[src/rtl/branch_history_unit_pkg.sv]
`default_nettype none
// ============================================================================
// branch_history_unit_pkg
// Shared predictor definitions: history geometry, PHT counter states, slot.
// Revision: 1.0
// ============================================================================
package branch_history_unit_pkg;

    localparam int HIST_WIDTH = 4;
    localparam int PC_LSB     = 2;

    typedef enum logic [1:0] {
        STRONGLY_NOT_TAKEN = 2'b00,
        WEAKLY_NOT_TAKEN   = 2'b01,
        WEAKLY_TAKEN       = 2'b10,
        STRONGLY_TAKEN     = 2'b11
    } pht_state_t;

    // Branch carried from IF/ID to ID/EX together with its PHT index.
    typedef struct packed {
        logic                  valid;
        logic [HIST_WIDTH-1:0] index;
        logic                  pred;
    } slot_t;

    function automatic logic [HIST_WIDTH-1:0] hash_index(
        input logic [HIST_WIDTH-1:0] hist,
        input logic [31:0]           pc
    );
        return hist ^ pc[PC_LSB +: HIST_WIDTH];
    endfunction

endpackage : branch_history_unit_pkg
`default_nettype wire

[src/rtl/branch_history_unit_ghr_shift.sv]
`default_nettype none
// ============================================================================
// ghr_shift
// History shift register with shift-in bit and a priority parallel load.
// Revision: 1.0
// ============================================================================
module ghr_shift #(
    parameter int WIDTH = 4
) (
    input  logic             clk,
    input  logic             rst_n,
    input  logic             shift_en,
    input  logic             shift_in,
    input  logic             load_en,
    input  logic [WIDTH-1:0] load_val,
    output logic [WIDTH-1:0] hist
);

    logic [WIDTH-1:0] r_hist;

    always_ff @(posedge clk or negedge rst_n) begin
        if (!rst_n) begin
            r_hist <= '0;
        end else if (load_en) begin
            r_hist <= load_val;
        end else if (shift_en) begin
            r_hist <= {r_hist[WIDTH-2:0], shift_in};
        end
    end

    assign hist = r_hist;

endmodule : ghr_shift
`default_nettype wire

[src/rtl/branch_history_unit.sv]
`default_nettype none
// ============================================================================
// branch_history_unit
// GHR-hashed PHT index generator, branch slot, mispredict repair and stats.
// Revision: 1.0
// ============================================================================
module branch_history_unit
    import branch_history_unit_pkg::*;
#(
    parameter int CNT_WIDTH = 16
) (
    input  logic                  clk,
    input  logic                  reset,
    input  logic [31:0]           IF_ID_PC,
    input  logic                  IF_ID_Branch,
    input  logic                  IF_ID_Write,
    input  logic                  Flush,
    input  logic                  BPred,
    input  logic                  BPredValid,
    input  logic                  ID_EX_Branch,
    input  logic                  PCSrc,
    output logic                  PHTrd,
    output logic [HIST_WIDTH-1:0] PHT_index,
    output logic [HIST_WIDTH-1:0] PHT_Windex,
    output logic                  Mispredict,
    output logic [CNT_WIDTH-1:0]  branch_cnt,
    output logic [CNT_WIDTH-1:0]  mispred_cnt
);

    localparam logic [CNT_WIDTH-1:0] c_cnt_one = {{(CNT_WIDTH-1){1'b0}}, 1'b1};

    logic [HIST_WIDTH-1:0] w_spec_hist;
    logic [HIST_WIDTH-1:0] w_arch_hist;
    logic [HIST_WIDTH-1:0] w_repair_hist;
    logic                  w_pred;
    logic                  w_accept;
    logic                  w_resolve;
    logic                  w_mispredict;
    slot_t                 r_slot;
    slot_t                 w_slot_next;
    logic [CNT_WIDTH-1:0]  r_branch_cnt;
    logic [CNT_WIDTH-1:0]  r_mispred_cnt;

    assign w_pred        = BPredValid & BPred;
    assign w_accept      = IF_ID_Branch & IF_ID_Write & ~Flush;
    assign w_resolve     = ID_EX_Branch & r_slot.valid;
    assign w_mispredict  = w_resolve & (PCSrc != r_slot.pred);
    // Committed history including the branch resolving this cycle.
    assign w_repair_hist = {w_arch_hist[HIST_WIDTH-2:0], PCSrc};

    assign PHTrd      = IF_ID_Branch;
    assign PHT_index  = hash_index(w_spec_hist, IF_ID_PC);
    assign PHT_Windex = r_slot.index;
    assign Mispredict = w_mispredict;

    // Repair load has priority over a same-cycle speculative shift.
    ghr_shift #(
        .WIDTH (HIST_WIDTH)
    ) u_spec_hist (
        .clk      (clk),
        .rst_n    (reset),
        .shift_en (w_accept),
        .shift_in (w_pred),
        .load_en  (w_mispredict),
        .load_val (w_repair_hist),
        .hist     (w_spec_hist)
    );

    ghr_shift #(
        .WIDTH (HIST_WIDTH)
    ) u_arch_hist (
        .clk      (clk),
        .rst_n    (reset),
        .shift_en (w_resolve),
        .shift_in (PCSrc),
        .load_en  (1'b0),
        .load_val ({HIST_WIDTH{1'b0}}),
        .hist     (w_arch_hist)
    );

    // A resolved slot is retired even while IF/ID is stalled.
    always_comb begin
        w_slot_next = r_slot;
        if (w_resolve) begin
            w_slot_next.valid = 1'b0;
        end
        if (Flush) begin
            w_slot_next.valid = 1'b0;
        end else if (IF_ID_Write) begin
            if (w_accept) begin
                w_slot_next.valid = 1'b1;
                w_slot_next.index = PHT_index;
                w_slot_next.pred  = w_pred;
            end else begin
                w_slot_next.valid = 1'b0;
            end
        end
    end

    always_ff @(posedge clk or negedge reset) begin
        if (!reset) begin
            r_slot <= '0;
        end else begin
            r_slot <= w_slot_next;
        end
    end

    always_ff @(posedge clk or negedge reset) begin
        if (!reset) begin
            r_branch_cnt  <= '0;
            r_mispred_cnt <= '0;
        end else begin
            if (w_resolve && (r_branch_cnt != {CNT_WIDTH{1'b1}})) begin
                r_branch_cnt <= r_branch_cnt + c_cnt_one;
            end
            if (w_mispredict && (r_mispred_cnt != {CNT_WIDTH{1'b1}})) begin
                r_mispred_cnt <= r_mispred_cnt + c_cnt_one;
            end
        end
    end

    assign branch_cnt  = r_branch_cnt;
    assign mispred_cnt = r_mispred_cnt;

endmodule : branch_history_unit
`default_nettype wire

[config.mk]
export PLATFORM = sky130hd
export DESIGN_NAME = branch_history_unit
export DESIGN_NICKNAME = d
export VERILOG_FILES = /design/src/rtl/branch_history_unit_pkg.sv /design/src/rtl/branch_history_unit_ghr_shift.sv /design/src/rtl/branch_history_unit.sv
export SDC_FILE = /design/constraint.sdc
export NUM_CORES = 1
export LEC_CHECK = 0
export BUFFER_PORTS_ARGS = -buffer_cell sky130_fd_sc_hd__buf_2
export CAP_MARGIN = 20
export CORE_AREA = 2 2 71 73
export CTS_CLUSTER_DIAMETER = 50
export DETAILED_ROUTE_END_ITERATION = 16
export DIE_AREA = 0 0 73 75
export PLACE_DENSITY = 0.83
export SETUP_SLACK_MARGIN = 0.4
export SYNTH_ARGS = -nofsm -noshare
export SYNTH_HDL_FRONTEND = slang
export SYNTH_SLANG_ARGS = --single-unit
export TNS_END_PERCENT = 20
[constraint.sdc]
create_clock -name clk -period 1.84 [get_ports clk]
set_input_delay 0.368 -clock clk [delete_from_list [all_inputs] [get_ports clk]]
set_output_delay 0.368 -clock clk [all_outputs]
set_load 0.01 [all_outputs]
==> results.json <==
{
  "maxSlewHeadroom_pct": 68.4,
  "rr_startpoint": "branch_cnt[1]$_DFFE_PN0P_",
  "grt_pass1_vias": 1769,
  "crit_arrival_ps": 1770,
  "area_growth_pct": 44.5,
  "place_area_mm2": 0.00263,
  "rows": 25,
  "tightestPinTransition_ps": 474,
  "cts.clk_slew.worst_paths_ps": 90,
  "fmax_mhz": 636,
  "yosys_register_bits": 45,
  "start_util_pct": 47.3,
  "timing.rr.end": "branch_cnt[14]$_DFFE_PN0P_",
  "synth_nets": 235,
  "leakage_nw": 1.64,
  "busiest_layer": "met2",
  "hp-class": "input pin to asynchronous set/reset pin",
  "synthDominantCellAreaShare_pct": 51.0,
  "dieHeight_um": 75,
  "mostFrequentLayoutCells": "buf_2, buf_4, dfrtp_1",
  "drive_gt1_share_pct": 52.9,
  "dpl.hpwl_mm": 3.38,
  "synth_area_leaders": "dfrtp_1, xor2_1, xnor2_1",
  "ff2ff_path_depth": 6,
  "rsz0062_at_grt": "yes",
  "nNetsFinal": 335,
  "portBuffers": 54,
  "yosysUniqueCellTypes": 43,
  "criticalPathCategory": "flop to flop",
  "wire_per_inst_um": 15.2,
  "synth_edf_count": 0,
  "finalCritPeriodShare_pct": 85.5,
  "firstDrtPassIters": 4,
  "antenna_cells": 0,
  "start_kind": "flop",
  "cts_tree": "done",
  "cts.sink_count": 45,
  "peakVddDrop_mv": 0.443,
  "period_needed_ps": 1570,
  "grtUsageMet3_pct": 3.75,
  "async_reset_ff_share_pct": 100,
  "gp_congestion": 0.773,
  "synth_area_mm2": 0.00221,
  "drtIter0Drc": 191,
  "track_usage_pct": 19.3,
  "power_density_mw_per_mm2": 884,
  "final_cell_area_mm2": 0.00319,
  "antenna_found_initial": 0,
  "cts_made_buffers": 5,
  "fin_tns_setup_ps": 0,
  "hold_violations": 0,
  "ant_nets": 0,
  "root_buffer": "clkbuf_8",
  "pin_count": 83,
  "grt_overflow_total": 0,
  "synth_flop_cell": "dfrtp_1",
  "critPathMaxFanout": 5,
  "outcome": "finished, final reports clean",
  "finalClockSkew_ps": 8.14,
  "final_common_cell": "buf_2",
  "worst_setup_path_end_kind": "flop",
  "clk_latency_ps": 300,
  "postSynthCellCount": 192,
  "yosys_warnings": 0,
  "core_area_mm2": 0.00466,
  "required_ps": 2040,
  "avgSynthCellArea_um2": 11.5,
  "ff2ff_setup_slack_ps": 270,
  "htreeDepth": 2,
  "cap_violations": 0,
  "grt_max_degree": 27,
  "finalSetupViolations": 0,
  "routed_wirelength_mm": 5.27,
  "route.detailed.drc": 0,
  "chipWidth_um": 73,
  "synth_area_leader_cell": "dfrtp_1",
  "crit_end": "branch_cnt[14]$_DFFE_PN0P_",
  "grtUsageMet1_pct": 24.4,
  "num_vias": 1870,
  "globalRouteMet2Util_pct": 33.8,
  "final_max_slew_viol_count": 0,
  "dieArea_mm2": 0.00548,
  "clock_path_buffers": 2,
  "vias_per_cell": 5.39,
  "startpoint": "branch_cnt[1]$_DFFE_PN0P_",
  "grt_pass1_wl_mm": 8.15,
  "cts_hold_buf": 0,
  "yosysSeqAreaShare_pct": 51.0
}
==> cell families after synthesis <==
group | Yosys count | share of synthesized area (%)
xor+xnor | 33 | 13.1
fa+ha+maj | 2 | 1.13
flops | 45 | 51.0
simple gates | 75 | 20.3
compound gates | 14 | 5.45
buf+inv | 11 | 2.84
mux | 12 | 6.13
==> critical path: stages (launching register included) <==
cell and delay [ps]:
dfrtp_1 400, ha_4 160, nand3_4 100, buf_4 160, nor4_4 270, a31oi_1 140, a41oi_1 250
==> how the worst min path moves through the flow <==
stage	slack [ps]	end	startpoint	cells after the start
after global routing	40	PHT_Windex[2]$_DFFE_PN0P_	reset	1
final	6	PHT_Windex[2]$_DFFE_PN0P_	reset	1
after global placement	340	PHT_Windex[2]$_DFFE_PN0P_	reset	1
after floorplan	70	PHT_Windex[0]$_DFFE_PN0P_	reset	0
after CTS	10	PHT_Windex[2]$_DFFE_PN0P_	reset	1
after detailed placement	340	PHT_Windex[2]$_DFFE_PN0P_	reset	1
==> flip-flops by register name, summed over array words and instances (netlist names) <==
register,flops
branch_cnt,16
u_arch_hist.hist,3
r_slot,2
mispred_cnt,16
u_spec_hist.hist,4
PHT_Windex,4
==> what timing repair did <==
action | 4_1_cts | 5_1_grt
setup endpoints to repair | 35 | 37
pin swaps | 16 | 7
setup buffers | 19 | 13
gates resized for setup | 25 | 19
hold endpoints to repair | 0 | 0
==> through the flow <==
| stage | power (mW) | setup slack [ps] | util [%] | hold WS (ps) | cells |
|---|---|---|---|---|---|
| after global placement | 1.91 | 157 | 56.3 | 341 | 307 |
| final | 2.82 | 267 | 68.4 | 6.47 | 347 |
| after floorplan | 1.70 | 189 | - | 72.4 | 192 |
| after detailed placement | 1.94 | 102 | 56.3 | 344 | 307 |
| after CTS | 2.84 | 290 | 64.3 | 13.3 | 334 |
| after global routing | 2.97 | 156 | 68.4 | 36.3 | 347 |
==> metal layers <==
layer	share of wire [%]	wire (um)
met5	0	0
met4	1.8	97
met3	5.0	262
met2	53	2800
met1	40	2110
==> final cells by class <==
cell class,instances,area [um2]
fill,317,1470
multi-input combinational,136,1200
sequential,45,1140
timing repair buffer,101,651
clock buffer,6,82.6
tap,54,67.6
clock inverter,2,37.5
inverter,3,11.3
==> synthesized netlist by cell type (3+ instances only) <==
| cell | number |
|---|---|
| xnor2_1 | 12 |
| inv_1 | 3 |
| xor2_1 | 21 |
| buf_4 | 5 |
| mux2_2 | 8 |
| nand4_1 | 10 |
| nor3_1 | 12 |
| nand3b_1 | 3 |
| dfrtp_1 | 45 |
| a21oi_1 | 3 |
| mux2i_1 | 3 |
| nand2_1 | 17 |
| nand3_1 | 6 |
| nor2_1 | 8 |
==> power by group <==
group / switching (mW) / internal [mW] / leakage, nW
combinational: 0.315 / 0.379 / 1.02
sequential: 0.171 / 1.17 / 0.566
clock: 0.348 / 0.442 / 0.0574
total: 0.833 / 1.99 / 1.64
Note: power is estimated with default switching activity, not from simulation.
